--- config.mk ---
export PLATFORM = sky130hd
export DESIGN_NAME = regfile_wb_buffer_flat
export DESIGN_NICKNAME = d
export VERILOG_FILES = /design/src/rtl/cpu_types_pkg.sv /design/src/rtl/regfile_wb_buffer_if.sv /design/src/rtl/wb_fifo.sv /design/src/rtl/regfile_wb_buffer.sv /design/src/flat_wrapper.sv
export SDC_FILE = /design/constraint.sdc
export NUM_CORES = 1
export LEC_CHECK = 0
export CAP_MARGIN = 10
export CORE_ASPECT_RATIO = 1.5
export CORE_MARGIN = 5
export CORE_UTILIZATION = 47
export CTS_CLUSTER_SIZE = 8
export DETAILED_ROUTE_END_ITERATION = 7
export PLACE_DENSITY = 0.84
export SLEW_MARGIN = 20
export SYNTH_ARGS = -nofsm -noshare
export SYNTH_HDL_FRONTEND = slang
export SYNTH_SLANG_ARGS = --single-unit
--- constraint.sdc ---
create_clock -name CLK -period 5.98 [get_ports CLK]
set_input_delay 1.196 -clock CLK [delete_from_list [all_inputs] [get_ports CLK]]
set_output_delay 1.196 -clock CLK [all_outputs]
set_load 0.01 [all_outputs]
--- src/rtl/cpu_types_pkg.sv ---
// Shared CPU datapath types plus the writeback buffer entry format.
package cpu_types_pkg;

   localparam int unsigned WORD_W = 32;
   localparam int unsigned REG_W  = 5;

   typedef logic [WORD_W-1:0] word_t;
   typedef logic [REG_W-1:0]  regbits_t;

   // One pending register file write.
   typedef struct packed {
      regbits_t sel;
      word_t    dat;
   } wb_entry_t;

   localparam int unsigned WB_DEPTH_DEFAULT = 4;
   localparam int unsigned WB_ENTRY_W       = $bits(wb_entry_t);

endpackage

--- src/rtl/regfile_wb_buffer_if.sv ---
// Writeback request, register file write port and forwarding lookup bundle.
interface regfile_wb_buffer_if
   import cpu_types_pkg::*;
#(
   parameter int unsigned DEPTH = WB_DEPTH_DEFAULT
);

   logic                  wb_valid;
   logic                  wb_ready;
   regbits_t              wb_sel;
   word_t                 wb_dat;
   logic                  rf_hold;
   logic                  rf_wen;
   regbits_t              rf_wsel;
   word_t                 rf_wdat;
   regbits_t              fwd_sel1;
   regbits_t              fwd_sel2;
   logic                  fwd_hit1;
   logic                  fwd_hit2;
   word_t                 fwd_dat1;
   word_t                 fwd_dat2;
   logic [$clog2(DEPTH):0] count;

   // Pipeline / register file side.
   modport master (
      output wb_valid, wb_sel, wb_dat, rf_hold, fwd_sel1, fwd_sel2,
      input  wb_ready, rf_wen, rf_wsel, rf_wdat,
      input  fwd_hit1, fwd_hit2, fwd_dat1, fwd_dat2, count
   );

   // Buffer side.
   modport slave (
      input  wb_valid, wb_sel, wb_dat, rf_hold, fwd_sel1, fwd_sel2,
      output wb_ready, rf_wen, rf_wsel, rf_wdat,
      output fwd_hit1, fwd_hit2, fwd_dat1, fwd_dat2, count
   );

endinterface

--- src/rtl/wb_fifo.sv ---
// Circular FIFO of pending writes; exposes all slots in age order (0 = oldest).
module wb_fifo
   import cpu_types_pkg::*;
#(
   parameter int unsigned DEPTH = WB_DEPTH_DEFAULT
) (
   input  logic                          clk,
   input  logic                          rst,
   input  logic                          push,
   input  logic                          pop,
   input  wb_entry_t                     din,
   output wb_entry_t                     head,
   output logic                          full,
   output logic                          empty,
   output logic [$clog2(DEPTH):0]        count,
   output logic [DEPTH*WB_ENTRY_W-1:0]   entries
);

   localparam int unsigned PTR_W = $clog2(DEPTH);
   localparam int unsigned CNT_W = PTR_W + 1;

   wb_entry_t          mem [DEPTH];
   logic [PTR_W-1:0]   wr_ptr;
   logic [PTR_W-1:0]   rd_ptr;
   logic [CNT_W-1:0]   cnt;

   // Storage, pointers and occupancy; pointers wrap naturally at DEPTH.
   always_ff @(posedge clk) begin
      if (rst) begin
         wr_ptr <= '0;
         rd_ptr <= '0;
         cnt    <= '0;
      end else begin
         if (push) begin
            mem[wr_ptr] <= din;
            wr_ptr      <= wr_ptr + 1'b1;
         end
         if (pop) begin
            rd_ptr <= rd_ptr + 1'b1;
         end
         if (push && !pop) begin
            cnt <= cnt + 1'b1;
         end else if (pop && !push) begin
            cnt <= cnt - 1'b1;
         end
      end
   end

   // Age-ordered flat view of the storage for the forwarding match.
   always_comb begin
      entries = '0;
      for (int i = 0; i < int'(DEPTH); i++) begin
         entries[i*WB_ENTRY_W +: WB_ENTRY_W] = mem[rd_ptr + PTR_W'(i)];
      end
   end

   assign head  = mem[rd_ptr];
   assign full  = (cnt == CNT_W'(DEPTH));
   assign empty = (cnt == '0);
   assign count = cnt;

endmodule

--- src/rtl/regfile_wb_buffer.sv ---
// Writeback buffer in front of the register file write port, with
// newest-pending-write forwarding (enabled by REGFILE_WB_FWD_EN).
module regfile_wb_buffer
   import cpu_types_pkg::*;
#(
   parameter int unsigned DEPTH = WB_DEPTH_DEFAULT
) (
   input  logic                 CLK,
   input  logic                 RST,
   regfile_wb_buffer_if.slave   bus
);

   localparam int unsigned CNT_W = $clog2(DEPTH) + 1;

   logic                        push;
   logic                        pop;
   logic                        full;
   logic                        empty;
   wb_entry_t                   head;
   logic [CNT_W-1:0]            cnt;
   logic [DEPTH*WB_ENTRY_W-1:0] entries;

   // Register 0 writes complete the handshake but are never stored.
   assign push = bus.wb_valid && !full && (bus.wb_sel != '0);
   assign pop  = !empty && !bus.rf_hold && !RST;

   wb_fifo #(.DEPTH(DEPTH)) u_fifo (
      .clk     (CLK),
      .rst     (RST),
      .push    (push),
      .pop     (pop),
      .din     ('{sel: bus.wb_sel, dat: bus.wb_dat}),
      .head    (head),
      .full    (full),
      .empty   (empty),
      .count   (cnt),
      .entries (entries)
   );

   assign bus.wb_ready = !full;
   assign bus.count    = cnt;

   // Drive the head entry onto the write port in the cycle it is popped.
   always_comb begin
      bus.rf_wen  = 1'b0;
      bus.rf_wsel = '0;
      bus.rf_wdat = '0;
      if (pop) begin
         bus.rf_wen  = 1'b1;
         bus.rf_wsel = head.sel;
         bus.rf_wdat = head.dat;
      end
   end

`ifdef REGFILE_WB_FWD_EN
   // Scan oldest to youngest so the youngest occupied match overrides.
   always_comb begin
      wb_entry_t e;
      e            = '0;
      bus.fwd_hit1 = 1'b0;
      bus.fwd_hit2 = 1'b0;
      bus.fwd_dat1 = '0;
      bus.fwd_dat2 = '0;
      for (int i = 0; i < int'(DEPTH); i++) begin
         e = entries[i*WB_ENTRY_W +: WB_ENTRY_W];
         if (CNT_W'(i) < cnt) begin
            if ((bus.fwd_sel1 != '0) && (e.sel == bus.fwd_sel1)) begin
               bus.fwd_hit1 = 1'b1;
               bus.fwd_dat1 = e.dat;
            end
            if ((bus.fwd_sel2 != '0) && (e.sel == bus.fwd_sel2)) begin
               bus.fwd_hit2 = 1'b1;
               bus.fwd_dat2 = e.dat;
            end
         end
      end
   end
`else
   logic unused_fwd;
   assign unused_fwd   = ^{entries, bus.fwd_sel1, bus.fwd_sel2};
   assign bus.fwd_hit1 = 1'b0;
   assign bus.fwd_hit2 = 1'b0;
   assign bus.fwd_dat1 = '0;
   assign bus.fwd_dat2 = '0;
`endif

endmodule

--- src/flat_wrapper.sv ---
// flat-port wrapper written by rule: the top's interface ports become plain ports
module regfile_wb_buffer_flat import cpu_types_pkg::*;
#(
   parameter int unsigned DEPTH = WB_DEPTH_DEFAULT
)
  (CLK, RST, bus_wb_valid, bus_wb_sel, bus_wb_dat, bus_rf_hold, bus_fwd_sel1, bus_fwd_sel2, bus_wb_ready, bus_rf_wen, bus_rf_wsel, bus_rf_wdat, bus_fwd_hit1, bus_fwd_hit2, bus_fwd_dat1, bus_fwd_dat2, bus_count);
  regfile_wb_buffer_if #(.DEPTH(DEPTH)) bus_i ();
  input  logic CLK;
  input  logic RST;
  input wire logic [$bits(bus_i.wb_valid)-1:0] bus_wb_valid;
  input wire logic [$bits(bus_i.wb_sel)-1:0] bus_wb_sel;
  input wire logic [$bits(bus_i.wb_dat)-1:0] bus_wb_dat;
  input wire logic [$bits(bus_i.rf_hold)-1:0] bus_rf_hold;
  input wire logic [$bits(bus_i.fwd_sel1)-1:0] bus_fwd_sel1;
  input wire logic [$bits(bus_i.fwd_sel2)-1:0] bus_fwd_sel2;
  output wire logic [$bits(bus_i.wb_ready)-1:0] bus_wb_ready;
  output wire logic [$bits(bus_i.rf_wen)-1:0] bus_rf_wen;
  output wire logic [$bits(bus_i.rf_wsel)-1:0] bus_rf_wsel;
  output wire logic [$bits(bus_i.rf_wdat)-1:0] bus_rf_wdat;
  output wire logic [$bits(bus_i.fwd_hit1)-1:0] bus_fwd_hit1;
  output wire logic [$bits(bus_i.fwd_hit2)-1:0] bus_fwd_hit2;
  output wire logic [$bits(bus_i.fwd_dat1)-1:0] bus_fwd_dat1;
  output wire logic [$bits(bus_i.fwd_dat2)-1:0] bus_fwd_dat2;
  output wire logic [$bits(bus_i.count)-1:0] bus_count;
  assign bus_i.wb_valid = bus_wb_valid;
  assign bus_i.wb_sel = bus_wb_sel;
  assign bus_i.wb_dat = bus_wb_dat;
  assign bus_i.rf_hold = bus_rf_hold;
  assign bus_i.fwd_sel1 = bus_fwd_sel1;
  assign bus_i.fwd_sel2 = bus_fwd_sel2;
  assign bus_wb_ready = bus_i.wb_ready;
  assign bus_rf_wen = bus_i.rf_wen;
  assign bus_rf_wsel = bus_i.rf_wsel;
  assign bus_rf_wdat = bus_i.rf_wdat;
  assign bus_fwd_hit1 = bus_i.fwd_hit1;
  assign bus_fwd_hit2 = bus_i.fwd_hit2;
  assign bus_fwd_dat1 = bus_i.fwd_dat1;
  assign bus_fwd_dat2 = bus_i.fwd_dat2;
  assign bus_count = bus_i.count;
  regfile_wb_buffer #(.DEPTH(DEPTH)) u_core (.CLK(CLK), .RST(RST), .bus(bus_i));
endmodule
# Word level (Yosys, flattened, before mapping)
# Memories as Yosys holds them, arrays and structs flattened. A register that Yosys moved wholly into a read port is not among the register bits.
# Cells that the tools add are included.
op_classes:
  n_mux: 10
  n_eq_ne: 1
  mul: 0
  order_cmp: 0
  shift: 0
  div: 0
  n_addsub: 4
  bitwise: 0
  n_reduce_logical: 15
ops:
  columns: ["cell", "n"]
  rows:
  - ["$mux W32", 1]
  - ["$logic_and A1 B1 Y1", 6]
  - ["$logic_not A1 Y1", 6]
  - ["$mux W3", 2]
  - ["$mux W5", 1]
  - ["$reduce_bool A5 Y1", 1]
  - ["$add A2 B1 Y2 const B", 2]
  - ["$mux W1", 4]
  - ["$mux W2", 2]
  - ["$add A3 B1 Y3 const B", 1]
  - ["$eq A3 B3 Y1 const B", 1]
  - ["$logic_not A3 Y1", 1]
  - ["$sub A3 B1 Y3 const B", 1]
  - ["$reduce_bool A2 Y1", 1]
totals:
  mem_bits_ro: 0
  latchBits: 0
  wordCells: 34
  out_inout_bits: 108
  memories: 1
  input_bits: 51
  register_bits: 7
  ramBits: 148
mem_list:
  columns: ["memory", "words", "word_bits", "read_ports", "rd_clocked_by_memory_dff", "wr", "line", "source"]
  rows:
  - ["u_core.u_fifo.mem", 4, 37, 1, 1, 1, "wb_fifo.sv:22", "wb_entry_t mem [DEPTH];"]

# Longest topological paths before layout
# Gate-level depths: netlist of run 1.
logic_depth:
  word_depth: 8
  depth_mapped: 10

# Modules after synthesis
# Synthesis of run 1 repeated with hierarchy kept, for this count alone.
hier_totals:
  cells_unflattened: 524
  hier_area_um2: 9571.7
by_module_without_submodules:
  columns: ["mod", "seq_area_each_um2", "cells_each", "instances", "area_per_inst_um2"]
  rows:
  - ["wb_fifo", 4624.4, 412, 1, 8783.4]
  - ["regfile_wb_buffer", 0.0, 112, 1, 788.3]

# Worst setup path before layout of run 1
# OpenSTA, ideal clock, no wires.
synth_timing:
  path_kind: "input to register"
  start: "in bus_wb_sel[0]"
  end: "mem u_core.u_fifo.mem[1][0] (netlist name), enable pin"
  cell_stages: 3
  slack_ns: 1.298
  arrival_ns: 4.197
  path_buffers: 0
  setup_time_ns: 0.485
  path_cell_list: "or4_4 o211ai_4 nor3b_1"
synth_between:
  elab_chain_len: 5
synth_rtl:
  columns: ["item", "line", "source"]
  rows:
  - ["start: declaration", "flat_wrapper.sv:11", "input wire logic [$bits(bus_i.wb_sel)-1:0] bus_wb_sel;"]
  - ["$reduce_bool A5 Y1", "regfile_wb_buffer.sv:24", "assign push = bus.wb_valid && !full && (bus.wb_sel != '0);"]
  - ["$logic_and A1 B1 Y1", "regfile_wb_buffer.sv:24", null]
  - ["$mux W1", "wb_fifo.sv:34", "if (push) begin"]
  - ["$mux W1", "wb_fifo.sv:29", "if (rst) begin"]
  - ["$mux W1 (not written as such)", "wb_fifo.sv:35", "mem[wr_ptr] <= din;"]
  - ["end: declaration", "wb_fifo.sv:22", null]
# Every way passes these cells.

# Worst setup path after layout of run 1
layout_timing:
  start: "in RST"
  end: "out bus_rf_wsel[1]"
layout_between:
  elab_chain_len: 3
layout_rtl:
  columns: ["item", "line", "source"]
  rows:
  - ["start: declaration", "flat_wrapper.sv:9", "input logic RST;"]
  - ["$logic_not A1 Y1", "regfile_wb_buffer.sv:25", "assign pop = !empty && !bus.rf_hold && !RST;"]
  - ["$logic_and A1 B1 Y1", "regfile_wb_buffer.sv:25", null]
  - ["$mux W5", "regfile_wb_buffer.sv:48", "if (pop) begin"]
  - ["end: declaration", "flat_wrapper.sv:18", "output wire logic [$bits(bus_i.rf_wsel)-1:0] bus_rf_wsel;"]
# Every way passes these cells.

==> metrics.yaml, run 1 <==
floorplan:
  core-area_mm2: 0.01386
  ioPinCount: 159
  initial_utilization_pct: 47.49
  fp.dieW_um: 106.6
  dieArea_mm2: 0.01652
  die_height_um: 154.9
  placementRows: 53
placed_design:
  port_buffers: 82
  place_congestion: 0.6502
  placed_area_mm2: 0.007368
  dp.cells: 593
  hpwlAfterDp_um: 7438
pwr:
  p_leak_nw: 2.691
  ir_drop_v: 0.0002462
  power.density_mw_per_mm2: 388.4
timing:
  finalHoldViolCount: 0
  finalClockSkew_ns: 0.009673
  setup_tns_ns: 0
  tightestPinTransition_ns: 0.9968
  holdWs_ns: 0.5050
  fmax_mhz: 202.1
  relSlewSlack_pct: 33.54
  final_max_slew_viol_count: 0
  setup_violations: 0
  finalCritPeriodShare_pct: 82.74
  rsz0062_at_grt: "false"
  min_period_ns: 4.948
layout:
  antennaDiodeCount: 0
  layout_common_cells: "edfxtp_1 (148), clkdlybuf4s50_1 (82), conb_1 (66)"
  nNetsFinal: 504
  syn2layout_area_growth_pct: 21.71
  layout.cells.most_common: "edfxtp_1"
  instances_no_fill: 625
  drive_gt1_share_pct: 19.13
  postLayoutCellArea_mm2: 0.008011
  fin_util_pct: 57.80
clock_tree:
  insertion_delay_ns: 0.41
  clkTransAtPathRegs_ns: 0.06
  cts_tree: "done"
  postCtsSetupRepairBufs: 0
  clock-sinks: 157
  cts-root-buf: "clkbuf_16"
  cts_buffers: 17
  htreeDepth: 4
  clock_path_buffers: 2
  cts_hold_buffers: 0
  cts_resized: 0
detailed_routing:
  vias: 3120
  viasPerCell: 4.992
  wirelength_um: 11650
  first_iter_violations: 149
  ant_nets: 0
  wl_per_cell_um: 18.63
  drtPass1Iterations: 4
  drcViolationCount: 0
setup_path:
  crit_type: "in2out"
  worstSetupEndpointType: "output pin"
  cpMostUsedCell: "clkdlybuf4s50_1"
  path_max_fanout: 39
  start_kind: "input pin"
  slowest_stage: "or3_2"
  cp_cell_sequence: "clkdlybuf4s50_1, or3_2, nor2b_1, clkdlybuf4s50_1"
  cp_slowest_stage_delay_ns: 0.98
  cp.required_ns: 4.78
  worstPathArrival_ns: 3.75
grt:
  overflow: 0
  antenna_found_initial: 0
  grt_start_max_net_pins: 40
  grt_util_all_layers_pct: 14.47
  grt_pass1_vias: 3300
  grt_pass1_wl_um: 17860
synthesis:
  yosys.area_share.simple_pct: 5.170
  ys_seq_area_share_pct: 70.25
  synth-compound-area-share_pct: 0.8934
  yosysUniqueCellTypes: 29
  synthMuxAreaShare_pct: 13.19
  netlist_area_mm2: 0.006583
  synth_cells: 353
  synth_edf_count: 148
  syn_avg_cell_area_um2: 18.65
  ys_ff_latch: 157
  synth_top_family_by_area: "multiplexers"
  synthArstFlopShare_pct: 0
  synth_warnings: 0
  ys.flop_type: "edfxtp_1"
  synth-xor-area-share_pct: 0.2661
  synth_fa_ha_area_share_pct: 1.255
hold_path:
  hold_class: "reg2reg"
job:
  drv_cap: 0
run_status:
  status: "finished, final reports clean"
==> critical path, delay by kind of cell <==
kind	cells	cell delay, ns
simple gates	2	1.29
buf+inv	2	1.25
==> registers in the layout, indices dropped and copies added (netlist names), named ones only <==
register	flops
u_core.u_fifo.rd_ptr	2
u_core.u_fifo.count	3
u_core.u_fifo.wr_ptr	2
u_core.u_fifo.mem	148
==> final timing paths <==
| kind | slack (ns) | cells after the start | end | start |
|---|---|---|---|---|
| hold reg to reg | 0.51 | 2 | flip-flop | u_core.u_fifo.rd_ptr[1] |
| setup reg to reg | 2.96 | 8 | u_core.u_fifo.count[2] | u_core.u_fifo.count[0] |
| setup / recovery | 1.03 | 4 | bus_rf_wsel[1] | RST |
| hold / removal | 0.51 | 2 | flip-flop | u_core.u_fifo.rd_ptr[1] |
==> synthesized netlist by cell type, drive strengths merged (3+ instances only) <==
master,n,share of area (%)
buf,74,8.2
inv,6,0.38
nor3b,4,0.46
nor2,4,0.23
or3,3,0.29
clkbuf,5,0.30
edfxtp,148,68
a21oi,4,0.30
mux4,37,13
ha,5,0.95
dfxtp,9,2.7
nor2b,37,3.5
==> stage by stage <==
stage / worst slack [ns] / total power [mW]
2_1_floorplan: 1.298 / 1.789
3_3_place_gp: 1.023 / 1.974
3_5_place_dp: 0.9852 / 1.998
4_1_cts: 0.9839 / 3.149
5_1_grt: 0.8846 / 3.253
6_report: 1.032 / 3.111
==> layer usage <==
| metal | global-route usage [%] | wire length [µm] | vias to the layer above |
|---|---|---|---|
| met4 | 4.449 | 108 | 0 |
| met2 | 26.88 | 6536 | 120 |
| met5 | 0 | 0 | - |
| met3 | 4.151 | 710 | 8 |
| met1 | 15.80 | 4290 | 1585 |
| li1 | - | - | 1407 |
==> area by class of cell <==
cell class | count | area (µm²)
inverters | 6 | 25.02
repair buffers | 89 | 873.3
well taps | 165 | 206.4
clock buffers | 17 | 425.4
multi-input cells | 176 | 1637
clock inverters | 15 | 217.7
flip-flops and latches | 157 | 4627
fillers | 1047 | 5848
==> cell families (layout without fill, tap and decap cells) <==
| logic type | after synthesis | after routing |
|---|---|---|
| and+or+nand+nor | 54 | 54 |
| AOI/OAI and AO/OA | 8 | 8 |
| buffers and inverters | 85 | 127 |
| other | 1 | 66 |
| xor gates and xnor gates | 2 | 2 |
| muxes | 40 | 40 |
| DFF | 157 | 157 |
| adders and majority gates | 6 | 6 |
==> where the power goes <==
group          internal [mW]  leakage, nW  switching, mW
logic                  0.337        0.955          0.257
clock network          0.714        0.318          0.437
registers               1.29         1.42         0.0778
Note: power is estimated with default switching activity, not from simulation.
==> run 2: changes to the inputs <==
Settings changed: CORE_UTILIZATION 47 to 45, PLACE_DENSITY 0.84 to 0.85.
Clock period 5.98 ns to 4.4 ns, I/O delays scaled along.
==> run 2 against run 1 <==
Against the previous run:
- critical path depth stayed put
- first-iteration DRC count is 22% lower
- sequential power is 32% higher
- die area is 4.1% higher
- largest power group unchanged
- critical endpoint is now bus_rf_wdat[14]
- final area is 0.16% higher
==> metrics.yaml, run 2 (synthesis gave the netlist of run 1 again) <==
placed_design:
  placed_area_mm2: 0.007400
  place_ws_ns: 0.3822
  dp.cells: 623
  place_congestion: 0.6490
  hpwlAfterDp_um: 7078
  port_buffers: 82
floorplan:
  die_height_um: 158.1
  core-area_mm2: 0.01446
  initial_utilization_pct: 45.53
  dieArea_mm2: 0.01720
  placementRows: 54
  ioPinCount: 159
  fp.dieW_um: 108.8
layout:
  postLayoutCellArea_mm2: 0.008024
  regMostFlops: "u_core.u_fifo.mem"
  layout_common_cells: "edfxtp_1 (148), clkdlybuf4s50_1 (82), conb_1 (66)"
  drive_gt1_share_pct: 18.95
  fin_util_pct: 55.50
  syn2layout_area_growth_pct: 21.90
  largest_register_ff_count: 148
  instances_no_fill: 655
  layout.cells.most_common: "edfxtp_1"
  nNetsFinal: 503
  antennaDiodeCount: 0
clock_tree:
  insertion_delay_ns: 0.41
  postCtsSetupRepairBufs: 0
  cts_resized: 0
  clock_path_buffers: 2
  clkTransAtPathRegs_ns: 0.06
  htreeDepth: 4
  cts_buffers: 17
  cts_hold_buffers: 0
  cts-root-buf: "clkbuf_16"
  cts_tree: "done"
  clock-sinks: 157
hold_path:
  min_from: "u_core.u_fifo.rd_ptr[1]"
  hold_class: "reg2reg"
  holdPathStages: 2
run_status:
  status: "finished, final reports clean"
timing:
  rsz0062_at_grt: "false"
  setup_violations: 0
  holdWs_ns: 0.5044
  finalHoldViolCount: 0
  setup_tns_ns: 0
  final_max_slew_viol_count: 0
  min_period_ns: 4.006
  fmax_mhz: 249.6
  finalClockSkew_ns: 0.009442
  tightestPinTransition_ns: 1.026
  fin_ws_ns: 0.3941
  relSlewSlack_pct: 31.63
  finalCritPeriodShare_pct: 91.04
grt:
  overflow: 0
  antenna_found_initial: 0
  grt_util_all_layers_pct: 14.10
  grt_pass1_wl_um: 17760
  grt_pass1_vias: 3312
  grt_start_max_net_pins: 40
detailed_routing:
  viasPerCell: 4.827
  wirelength_um: 11640
  drtPass1Iterations: 4
  ant_nets: 0
  vias: 3162
  wl_per_cell_um: 17.77
  first_iter_violations: 116
  drcViolationCount: 0
setup_path:
  reg2reg_to: "u_core.u_fifo.count[2]"
  ff2ff_setup_slack_ns: 1.42
  crit_type: "in2out"
  worstPathArrival_ns: 3.13
  cp.required_ns: 3.52
  r2r_start: "u_core.u_fifo.count[0]"
  start_kind: "input pin"
  rr_worst_depth: 8
  worstSetupEndpointType: "output pin"
  path_max_fanout: 39
job:
  drv_cap: 0
pwr:
  ir_drop_v: 0.0002566
  power.density_mw_per_mm2: 518.4
  total_power_mw: 4.160
  p_leak_nw: 2.673
## run 2: cell types whose count changed in the layout (fill, tap and decap cells not counted)
cell       delta
inv_6         -3
clkinv_4      +2
buf_4         -1
bufinv_16     -2
clkinv_2      -1
inv_8         +2
clkinv_8      +2
## run 2: critical path, stage by stage
cell             delay (ns)
clkdlybuf4s50_1        0.47
or3_2                  0.87
nor2b_1                0.31
clkdlybuf4s50_1        0.58
## run 2: layout make-up
type / instances / area (µm²)
Fill cell: 1129 / 6435
Clock inverter: 15 / 198.9
Multi-Input combinational cell: 176 / 1637
Clock buffer: 17 / 425.4
Tap cell: 196 / 245.2
Timing Repair Buffer: 88 / 865.8
Sequential cell: 157 / 4627
Inverter: 6 / 25.02
## run 2: metal layers
metal	track usage, %	share of wire (%)	up-vias
li1	-	-	1400
met1	16.56	38	1623
met2	24.29	54	120
met3	2.978	5.6	19
met4	7.280	2.7	0
met5	0	0	-
## run 2: worst max-delay path by stage
stage | to | start | slack [ns] | depth (start not counted)
floorplan | u_core.u_fifo.mem[1][0] | bus_wb_sel[0] | 0.03 | 3
global placement | bus_rf_wdat[15] | bus_rf_hold | 0.43 | 4
detailed placement | bus_rf_wdat[15] | bus_rf_hold | 0.38 | 4
CTS | bus_rf_wdat[15] | bus_rf_hold | 0.39 | 4
global route | bus_rf_wdat[14] | bus_rf_hold | 0.29 | 4
finish | bus_rf_wdat[14] | bus_rf_hold | 0.39 | 4
## run 2: power breakdown
group	internal (mW)	switching, mW	total, mW
sequential	1.75	0.0618	1.81
combinational	0.455	0.391	0.845
clock	0.871	0.631	1.50
total	3.08	1.08	4.16
